## src/rtl/aes_pkg.sv

```systemverilog
// Shared AES types and GF(2^8) helpers for the column-serial MixColumns engine.
package aes_pkg;

   typedef enum logic [1:0] {
      CIPH_FWD = 2'b01,
      CIPH_INV = 2'b10
   } ciph_op_e;

   typedef enum logic [3:0] {
      IDLE  = 4'b0001,
      CALC  = 4'b0010,
      CHECK = 4'b0100,
      DONE  = 4'b1000
   } aes_mix_fsm_e;

   function automatic logic [7:0] aes_mul2(input logic [7:0] a);
      return {a[6:0], 1'b0} ^ (a[7] ? 8'h1b : 8'h00);
   endfunction

   function automatic logic [7:0] aes_mul4(input logic [7:0] a);
      return aes_mul2(aes_mul2(a));
   endfunction

   function automatic logic aes_op_ok(input ciph_op_e op);
      return (op == CIPH_FWD) || (op == CIPH_INV);
   endfunction

   // 2a^3b^c^d rewritten as all^a^2(a^b)
   function automatic logic [3:0][7:0] aes_mix_fwd(input logic [3:0][7:0] a);
      logic [7:0]       all;
      logic [3:0][7:0]  y;
      all  = a[0] ^ a[1] ^ a[2] ^ a[3];
      y[0] = all ^ a[0] ^ aes_mul2(a[0] ^ a[1]);
      y[1] = all ^ a[1] ^ aes_mul2(a[1] ^ a[2]);
      y[2] = all ^ a[2] ^ aes_mul2(a[2] ^ a[3]);
      y[3] = all ^ a[3] ^ aes_mul2(a[3] ^ a[0]);
      return y;
   endfunction

endpackage

```

## src/rtl/aes_mix_col_lane.sv

```systemverilog
// Single combinational MixColumns/InvMixColumns column lane.
module aes_mix_col_lane
   import aes_pkg::*;
(
   input  ciph_op_e         op,
   input  logic [3:0][7:0]  a,
   output logic [3:0][7:0]  y
);

   logic [7:0]       u;
   logic [7:0]       v;
   logic [3:0][7:0]  pre;

   // InvMixColumns = MixColumns after folding in 4(a^c), 4(b^d)
   always_comb begin
      u   = aes_mul4(a[0] ^ a[2]);
      v   = aes_mul4(a[1] ^ a[3]);
      pre = {a[3] ^ v, a[2] ^ u, a[1] ^ v, a[0] ^ u};
      y   = '0;
      case (op)
         CIPH_FWD: y = aes_mix_fwd(a);
         CIPH_INV: y = aes_mix_fwd(pre);
         default:  y = '0;
      endcase
   end

endmodule

```

## src/rtl/aes_mix_columns_serial.sv

```systemverilog
// Column-serial MixColumns engine with valid/ready in and out.
// Define AES_MIX_SELF_CHECK_EN to add the inverse-direction self-check pass.
module aes_mix_columns_serial
   import aes_pkg::*;
(
   input  logic                  clk_i,
   input  logic                  rst_i,
   input  logic                  in_valid_i,
   output logic                  in_ready_o,
   input  ciph_op_e              op_i,
   input  logic [3:0][3:0][7:0]  data_i,
   output logic                  out_valid_o,
   input  logic                  out_ready_i,
   output logic [3:0][3:0][7:0]  data_o,
   output logic                  op_err_o,
   output logic                  chk_err_o
);

   aes_mix_fsm_e          state;
   aes_mix_fsm_e          state_nxt;
   logic [1:0]            col;
   logic [3:0][3:0][7:0]  work;
   ciph_op_e              op_q;
   logic                  op_err;
   ciph_op_e              lane_op;
   logic [3:0][7:0]       lane_in;
   logic [3:0][7:0]       lane_out;
   logic                  accept;

   assign accept      = in_valid_i && (state == IDLE);
   assign in_ready_o  = (state == IDLE);
   assign out_valid_o = (state == DONE);
   assign data_o      = work;
   assign op_err_o    = op_err;

   always_comb begin
      lane_op = op_q;
      if (state == CHECK)
         lane_op = (op_q == CIPH_FWD) ? CIPH_INV : CIPH_FWD;
      for (int r = 0; r < 4; r++)
         lane_in[r] = work[r][col];
   end

   aes_mix_col_lane u_lane (
      .op (lane_op),
      .a  (lane_in),
      .y  (lane_out)
   );

   always_ff @(posedge clk_i or posedge rst_i) begin
      if (rst_i)
         state <= IDLE;
      else
         state <= state_nxt;
   end

   always_comb begin
      state_nxt = state;
      case (state)
         IDLE:  if (in_valid_i) state_nxt = CALC;
         CALC: begin
            if (col == 2'd3) begin
               state_nxt = DONE;
`ifdef AES_MIX_SELF_CHECK_EN
               if (aes_op_ok(op_q)) state_nxt = CHECK;
`endif
            end
         end
         CHECK: if (col == 2'd3) state_nxt = DONE;
         DONE:  if (out_ready_i) state_nxt = IDLE;
         default: state_nxt = IDLE;
      endcase
   end

   always_ff @(posedge clk_i or posedge rst_i) begin
      if (rst_i) begin
         col    <= '0;
         work   <= '0;
         op_q   <= CIPH_FWD;
         op_err <= 1'b0;
      end else if (accept) begin
         col    <= '0;
         work   <= data_i;
         op_q   <= op_i;
         op_err <= !aes_op_ok(op_i);
      end else if (state == CALC) begin
         for (int r = 0; r < 4; r++)
            work[r][col] <= lane_out[r];
         col <= col + 2'd1;
      end else if (state == CHECK) begin
         col <= col + 2'd1;
      end
   end

`ifdef AES_MIX_SELF_CHECK_EN
   logic [3:0][3:0][7:0]  copy;
   logic [3:0][7:0]       copy_col;
   logic                  chk_flag;

   always_comb begin
      for (int r = 0; r < 4; r++)
         copy_col[r] = copy[r][col];
   end

   always_ff @(posedge clk_i or posedge rst_i) begin
      if (rst_i) begin
         copy     <= '0;
         chk_flag <= 1'b0;
      end else if (accept) begin
         copy     <= data_i;
         chk_flag <= 1'b0;
      end else if (state == CHECK) begin
         chk_flag <= chk_flag | (lane_out != copy_col);
      end
   end

   assign chk_err_o = chk_flag;
`else
   assign chk_err_o = 1'b0;
`endif

endmodule
```

## config.mk

```make
export PLATFORM = sky130hd
export DESIGN_NAME = aes_mix_columns_serial
export DESIGN_NICKNAME = d
export VERILOG_FILES = /design/src/rtl/aes_pkg.sv /design/src/rtl/aes_mix_col_lane.sv /design/src/rtl/aes_mix_columns_serial.sv
export SDC_FILE = /design/constraint.sdc
export NUM_CORES = 1
export LEC_CHECK = 0
export CORE_MARGIN = 8
export CORE_UTILIZATION = 35
export DETAILED_ROUTE_END_ITERATION = 8
export GPL_TIMING_DRIVEN = 1
export PLACE_DENSITY = 0.59
export SETUP_SLACK_MARGIN = 0.05
export SLEW_MARGIN = 10
export SYNTH_ARGS = -nofsm -noshare
export SYNTH_HDL_FRONTEND = slang
export SYNTH_SLANG_ARGS = --single-unit
```

## constraint.sdc

```tcl
create_clock -name clk_i -period 6.6 [get_ports clk_i]
set_clock_uncertainty 0.2 [all_clocks]
set_input_delay 1.98 -clock clk_i [delete_from_list [all_inputs] [get_ports clk_i]]
set_output_delay 1.98 -clock clk_i [all_outputs]
set_load 0.02 [all_outputs]
```

-- After elaboration in Yosys (flattened, before gate mapping)
Cells that the tools add are included.
- add/subtract/negate cells: 1
- magnitude comparators: 2
- equality and inequality tests: 13
- muxes and demuxes: 38
- bitwise logic cells: 46
- reductions and logical operators: 8
- operators with widths (operator ; count):
    $xor A8 B8 Y8 ; 46
    $mux W128 ; 2
    $bwmux W32 ; 4
    $bmux W8 S2 ; 4
    $pmux W32 S2 ; 1
    $mux W5 ; 12
    $mux W8 ; 5
    $demux W8 S2 ; 1
    $mux W4 ; 3
    $pmux W4 S3 ; 1
    $mux W2 ; 5
    $eq A2 B1 Y1 const B ; 3
    $eq A2 B2 Y1 const B ; 3
    $eq A4 B1 Y1 const B ; 1
    $eq A4 B2 Y1 const B ; 1
    $eq A4 B3 Y1 const B ; 1
    $eq A4 B4 Y1 const B ; 1
    $ne A2 B1 Y1 const B ; 2
    $lt A2 B3 Y1 const B ; 1
    $reduce_and A3 Y1 ; 1
    $reduce_bool A3 Y1 ; 1
    $add A2 B1 Y2 const B ; 1
    $ge A2 B1 Y1 const B ; 1
    $logic_and A1 B1 Y1 ; 2
    other kinds (5) ; 5
- register bits after elaboration: 137
- input bits: 134
- output and inout bits: 132
- logic and storage cells: 128

-- Longest topological paths before layout
Gate-level depths: netlist of the first run.
- depth after elaboration: 17
- gate-level depth with buffers: 11
- depth with buffers taken out: 7

-- Cells and area by module
A second synthesis of the first run with hierarchy kept.
- cells, all modules: 855
- area total of the unflattened synthesis: 10239.8 um^2
- by module, submodules not included (module ; instances ; cells each ; area an instance (um^2)):
    aes_mix_columns_serial ; 1 ; 555 ; 7543.5
    aes_mix_col_lane ; 1 ; 300 ; 2696.3

-- Worst setup path after synthesis of the first run
No wires, ideal clock.
- path kind: input-to-reg
- start: in in_valid_i
- end: reg work (netlist bit data_o[102])
- arrival time: 3.250 ns
- path slack: 3.067 ns
- cell stages on the path: 7
- path through: nand2_1 -> nor2_1 -> clkbuf_1 -> clkbuf_1 -> clkbuf_1 -> a22oi_1 -> o21ai_0
- longest elaborated chain between the ends: 2
- elaborated cells on any way between the ends: 3
- classes of those cells: 1 x mux; 2 x reduce/logical
- RTL lines (item ; RTL line ; source):
    from (decl) ; aes_mix_columns_serial.sv:8 ; input logic in_valid_i,
    $logic_and A1 B1 Y1 * ; aes_mix_columns_serial.sv:30 ; assign accept = in_valid_i && (state == IDLE);
    $mux W128 / $reduce_bool A2 Y1 (equally long branches) ; - ;
    to (signal assigned) ; aes_mix_columns_serial.sv:83 ; work <= data_i;
    to (signal, indexed assignment) ; aes_mix_columns_serial.sv:88 ; work[r][col] <= lane_out[r];
    to (decl) ; aes_mix_columns_serial.sv:22 ; logic [3:0][3:0][7:0] work;
Mark *: on every way between the ends. The rest lies on a longest branch, timed or not.
A chain may end at the register's enable or synchronous reset.

-- Worst setup path after layout of the first run
- start: reg col[1]
- end: reg work (netlist bit data_o[101])
- longest elaborated chain between the ends: 16
- elaborated cells on any way between the ends: 45
- classes of those cells: 2 x order compare; 18 x mux; 24 x bitwise; 1 x reduce/logical
- RTL lines (item ; RTL line ; source):
    from (decl) ; aes_mix_columns_serial.sv:21 ; logic [1:0] col;
    from (signal assigned) ; aes_mix_columns_serial.sv:89 ; col <= col + 2'd1;
    from (signal assigned) ; aes_mix_columns_serial.sv:91 ; col <= col + 2'd1;
    $bmux W8 S2 ; aes_mix_columns_serial.sv:41 ; lane_in[r] = work[r][col];
    $mux W8 (implied by the code) ; aes_mix_columns_serial.sv:41 ;
    $xor A8 B8 Y8 (on tied branches) ; aes_mix_col_lane.sv:16, aes_mix_col_lane.sv:17 ;
    $mux W5 ; aes_pkg.sv:17 ; return {a[6:0], 1'b0} ^ (a[7] ? 8'h1b : 8'h00);
    $xor A8 B8 Y8 (2 in series) ; aes_pkg.sv:17 ;
    $xor A8 B8 Y8 ; aes_mix_col_lane.sv:18 ; pre = {a[3] ^ v, a[2] ^ u, a[1] ^ v, a[0] ^ u};
    $xor A8 B8 Y8 (3 in series) ; aes_pkg.sv:32 ; all = a[0] ^ a[1] ^ a[2] ^ a[3];
    $xor A8 B8 Y8 (2 in series) ; aes_pkg.sv:36 ; y[3] = all ^ a[3] ^ aes_mul2(a[3] ^ a[0]);
    $pmux W32 S2 ; aes_mix_col_lane.sv:20 ; case (op)
    $bwmux W32 * ; aes_mix_columns_serial.sv:88 ;
    $mux W128 * ; aes_mix_columns_serial.sv:86 ; end else if (state == CALC) begin
    $mux W128 * ; aes_mix_columns_serial.sv:81 ; end else if (accept) begin
Mark *: on every way between the ends. The rest lies on a longest branch, timed or not. The select of a mux whose other input is x is not followed.

==> results of run 1 <==
## metal layers
layer  vias up  track usage (%)  part of all wire (%)
met3        50             5.43                   7.7
met2       370             37.1                    49
met4         0             8.44                   2.4
met5         -                0                     0
li1       3592                -                     -
met1      4210             29.9                    41
## kinds of logic after synthesis
| group | share of synthesized area (%) |
|---|---|
| mux | 7.89 |
| buf+inv | 3.17 |
| simple gates | 3.59 |
| xor+xnor | 26.2 |
| flops | 36.7 |
| compound gates | 21.5 |
| fa+ha+maj | 0.810 |
| other cells | 0.0404 |
## sequential cells by signal (all words and copies together) (netlist names)
register,flops
op_err_o,1
state,3
data_o,128
col,2
op_q,2
## through the flow
stage               instance area (um2)  setup slack (ps)  utilization (%)  instances
floorplan                          9270               784                -        822
global placement                  12200              1940             46.9       1379
detailed placement                12200              1900             46.9       1379
CTS                               12800              2280             49.2       1411
global route                      12800              2050             49.2       1413
finish                            12800              2270             49.3       1415
## Yosys cell counts, types with 16 or more instances
library cell	n
a222oi_1	28
mux4_2	32
dfrtp_1	134
clkbuf_1	37
o21ai_0	84
nor2_1	20
o21ai_1	21
xnor2_1	126
xor2_1	43
o211ai_1	24
nand2_1	47
xnor3_1	16
a22oi_1	109
## final timing paths
kind / startpoint / endpoint / cells past startpoint
worst max-delay path: col[1] / data_o[101] / 8
worst min-delay path: op_q[0] / op_q[0] / 2
worst max register to register: col[1] / data_o[101] / 8
worst min register to register: op_q[0] / op_q[0] / 2
max in group asynchronous: rst_i / data_o[52] / 3
min in group asynchronous: rst_i / data_o[77] / 2
## tightest hold or removal path, delay by kind of cell, from the launching register on
kind / cells / cell delay, ps
flip-flops: 1 / 370
AO/OA/AOI/OAI: 1 / 80
buffers and inverters: 1 / 60
## cell type report
class / instances / area (um2)
diodes: 4 / 10.0
clock buffers: 19 / 443
clock inverters: 13 / 169
fillers: 2362 / 13200
inverters: 10 / 40.0
multi-input cells: 623 / 5620
flip-flops and latches: 136 / 3410
well taps: 335 / 419
repair buffers: 275 / 2730
==> run_results.csv, run 1 <==
group,metric,value,unit
timing,fmax,231,MHz
detailed_routing,first_pass_iters,6,
critical_path,end_kind,"register",
detailed_routing,vias_per_cell,5.81,
run,drv_cap,0,
layout,nets,1203,
clocking,cts_tree,"done",
layout,drive_gt1_share,10.8,%
synth,yosys.area.top_type,"dfrtp_1",
detailed_routing,detail_route.wirelength,37200,um
timing,finalCriticalPeriod,4330,ps
global_route,antenna_found_initial,2,
synth,ys_types,41,
run_status,status,"completed",
clocking,hold_buffers,0,
die,dieArea,0.0320,mm2
clocking,cts-root-buf,"clkbuf_16",
global_route,first_global_vias,8644,
synth,ys_seq_elements,136,
clocking,cts_max_path_buffers,2,
clocking,cts.sinks,136,
synth,postSynth.asyncResetShare,100,%
critical_path,arrival,4460,ps
critical_path,crit_slowest_cell,"dfrtp_1",
layout,final_common_cell,"clkdlybuf4s50_1",
clocking,cts_resized,0,
timing,period_share,65.6,%
die,initial_core_util,35.6,%
timing,setup_viol,0,
critical_path,critPathTopFamily,"XOR/XNOR gates",
synth,synth.net_count,962,
die,dieHeight,179,um
global_route,grt_pass1_wl,55200,um
synth,netlist_area,0.00927,mm2
detailed_routing,initialDrtViolationCount,814,
detailed_routing,ant_nets,0,
critical_path,crit_buf_inv,1,
synth,yosysWarnings,0,
placement,io_buffers,264,
hold_path,hp-class,"reg2reg",
die,num_io_pins,266,
global_route,grt_max_degree,80,
synth,synth_area_leaders,"dfrtp_1 36%, xnor2_1 12%, a22oi_1 8.8%",
synth,yosysSeqAreaShare,36.7,%
critical_path,path_class,"reg2reg",
timing,slew_viol_final,0,
synth,postSynthCellCount,822,
die,rows,59,
timing,hold_viol,0,
layout,final_cell_mix,"264 x clkdlybuf4s50_1, 133 x dfrtp_1, 126 x xnor2_1, 109 x a22oi_1, 84 x o21ai_0",
global_route,track_usage,23.1,%
timing,relSlewSlack,29.3,%
clocking,path_clk_slew,70,ps
clocking,clock_latency,420,ps
clocking,cts_setup_buffers,0,
synth,dominantRegCellSynth,"dfrtp_1",
clocking,htreeDepth,4,
critical_path,required,6730,ps
detailed_routing,dr_total_vias,8222,
critical_path,crit_chain,"buf_4, mux4_2, xor2_1, xnor3_1, xnor3_2, xnor2_1, nand2_1, o211ai_1",
critical_path,crit_fanout,27,
critical_path,slowest_delay,720,ps
synth,syn_avg_cell_area,11.3,um2
timing,rsz0062_at_grt,"false",
placement,routabilityCongestion,0.856,
detailed_routing,wire_per_inst,26.3,um
timing,totalNegativeSetupSlack,0,ps
clocking,cts_buffers,17,
synth,synth_top_area_share,36.2,%
critical_path,reg2reg_slack,2270,ps
placement,hpwl,27300,um
global_route,gr-total-overflow,0,
critical_path,crit_path_start_kind,"register",
timing,hold_ws,324,ps
layout,area_growth,38.5,%
die,core_area,0.0261,mm2
detailed_routing,post-route-drc-count,0,
die,die_w,179,um
synth,synth_edf_count,0,
timing,tightest_slew,1060,ps
Power of run 1 is not shown: default switching activity piles up to over one toggle a cycle in this logic, so the estimate is an artifact.
==> run 2: changes to the inputs <==
--- a/config.mk
+++ b/config.mk
@@ -9,7 +9,7 @@
 export CORE_UTILIZATION = 35
 export DETAILED_ROUTE_END_ITERATION = 8
 export GPL_TIMING_DRIVEN = 1
-export PLACE_DENSITY = 0.59
+export PLACE_DENSITY = 0.61
 export SETUP_SLACK_MARGIN = 0.05
 export SLEW_MARGIN = 10
 export SYNTH_ARGS = -nofsm -noshare
==> constraint.sdc (replaced) <==
create_clock -name clk_i -period 3.5 [get_ports clk_i]
set_clock_uncertainty 0.2 [all_clocks]
set_input_delay 1.05 -clock clk_i [delete_from_list [all_inputs] [get_ports clk_i]]
set_output_delay 1.05 -clock clk_i [all_outputs]
set_load 0.02 [all_outputs]
==> run_results.csv, run 2 (synthesis results as in run 1) <==
group,metric,value,unit
hold_path,hp-class,"reg2reg",
timing,tightest_slew,1270,ps
layout,multi_input_area,0.00574,mm2
die,num_io_pins,266,
clocking,clock_latency,440,ps
run,drv_cap,0,
timing,fmax,296,MHz
clocking,cts-root-buf,"clkbuf_16",
global_route,antenna_found_initial,1,
detailed_routing,wire_per_inst,25.6,um
layout,nFillCells,2307,
critical_path,timing.rr.start,"col[0]",
hold_path,worstHoldStart,"op_err_o",
placement,routabilityCongestion,0.889,
detailed_routing,initialDrtViolationCount,940,
clocking,path_clk_slew,70,ps
layout,area_growth,45.1,%
global_route,first_global_vias,8823,
layout,final-seq-area,0.00341,mm2
critical_path,reg2reg_slack,120,ps
timing,hold_viol,0,
detailed_routing,post-route-drc-count,0,
clocking,cts_buffers,17,
critical_path,crit_chain,"buf_12, buf_4, mux4_2, xnor2_4, xnor3_2, xnor3_2, xnor2_2, nand2_1, o211ai_1",
run_status,status,"completed",
timing,rsz0062_at_grt,"true",
detailed_routing,vias_per_cell,5.77,
clocking,cts_tree,"done",
critical_path,crit_top_cell,"xnor3_2",
detailed_routing,ant_nets,0,
clocking,cts_max_path_buffers,2,
critical_path,arrival,3520,ps
layout,final_common_cell,"clkdlybuf4s50_1",
critical_path,end_kind,"register",
timing,totalNegativeSetupSlack,0,ps
timing,relSlewSlack,15.2,%
global_route,track_usage,23.3,%
global_route,gr-total-overflow,0,
detailed_routing,first_pass_iters,6,
clocking,htreeDepth,4,
clocking,hold_buffers,0,
critical_path,r2r-end,"data_o[125]",
critical_path,crit_slowest_cell,"mux4_2",
die,rows,59,
timing,period_share,96.7,%
timing,finalCriticalPeriod,3380,ps
hold_path,hold_end,"op_err_o",
die,dieHeight,179,um
timing,slew_viol_final,0,
layout,largest_reg_flops,128,
layout,nets,1262,
critical_path,startpoint,"col[0]",
detailed_routing,detail_route.wirelength,37700,um
hold_path,hold_depth,1,
placement,hpwl,28400,um
critical_path,crit_fanout,6,
critical_path,reg2regPathDepth,9,
critical_path,crit_buf_inv,2,
critical_path,slowest_delay,610,ps
critical_path,crit_cells,9,
die,core_area,0.0261,mm2
die,dieArea,0.0320,mm2
critical_path,required,3640,ps
die,die_w,179,um
timing,setup_viol,0,
placement,io_buffers,264,
critical_path,critPathTopFamily,"XOR/XNOR gates",
die,initial_core_util,35.6,%
critical_path,path_class,"reg2reg",
layout,final_cell_mix,"264 x clkdlybuf4s50_1, 133 x dfrtp_1, 116 x xnor2_1, 107 x a22oi_1, 84 x o21ai_0",
critical_path,crit_path_start_kind,"register",
global_route,grt_max_degree,112,
clocking,cts.sinks,136,
global_route,grt_pass1_wl,55800,um
detailed_routing,dr_total_vias,8492,
layout,drive_gt1_share,16.9,%
==> run 2: cell count changes in the layout (fill, tap and decap cells not counted), sizes merged <==
cell | previous run | this run
inv | 13 | 16
bufinv | 3 | 0
clkinvlp | 1 | 3
diode | 4 | 1
clkinv | 6 | 4
buf | 11 | 70
==> run 2: final cells by class <==
cell class	instances	share of cell area, %
Sequential cell	136	25.3
Clock buffer	19	3.29
Tap cell	335	3.12
Multi-Input combinational cell	623	42.7
Timing Repair Buffer	334	24.5
Antenna cell	1	0.0186
Inverter	10	0.307
Clock inverter	13	0.818
==> run 2: how the worst max path moves through the flow <==
stage	slack, ps	to
after floorplan	210	data_o[101]
after global placement	120	data_o[117]
after detailed placement	100	data_o[76]
after CTS	60	data_o[68]
after global routing	9	data_o[125]
final	120	data_o[125]
==> run 2: per-layer routing <==
| metal | wire [um] | GRT usage [%] |
|---|---|---|
| met1 | 14800 | 30.0 |
| met2 | 18500 | 38.1 |
| met3 | 3450 | 5.27 |
| met4 | 907 | 7.48 |
| met5 | 0 | 0 |
==> run 2: timing repair <==
item	CTS	global route
endpoints found under the setup margin	1	59
pin swaps	0	3
setup buffers	0	9
gates resized for setup	1	17
==> run 2: through the flow <==
| stage | cell area (um2) | setup slack, ps | utilization [%] | hold WS, ps | cells |
|---|---|---|---|---|---|
| 3_3_place_gp | 12700 | 119 | 48.7 | 307 | 1428 |
| 6_report | 13500 | 117 | 51.6 | 332 | 1471 |
| 2_1_floorplan | 9280 | 209 | - | 291 | 822 |
| 3_5_place_dp | 12700 | 96.6 | 48.7 | 299 | 1428 |
| 4_1_cts | 13300 | 61.2 | 50.9 | 329 | 1460 |
| 5_1_grt | 13500 | 8.50 | 51.6 | 356 | 1471 |
Power of run 2 is left out for the same reason.
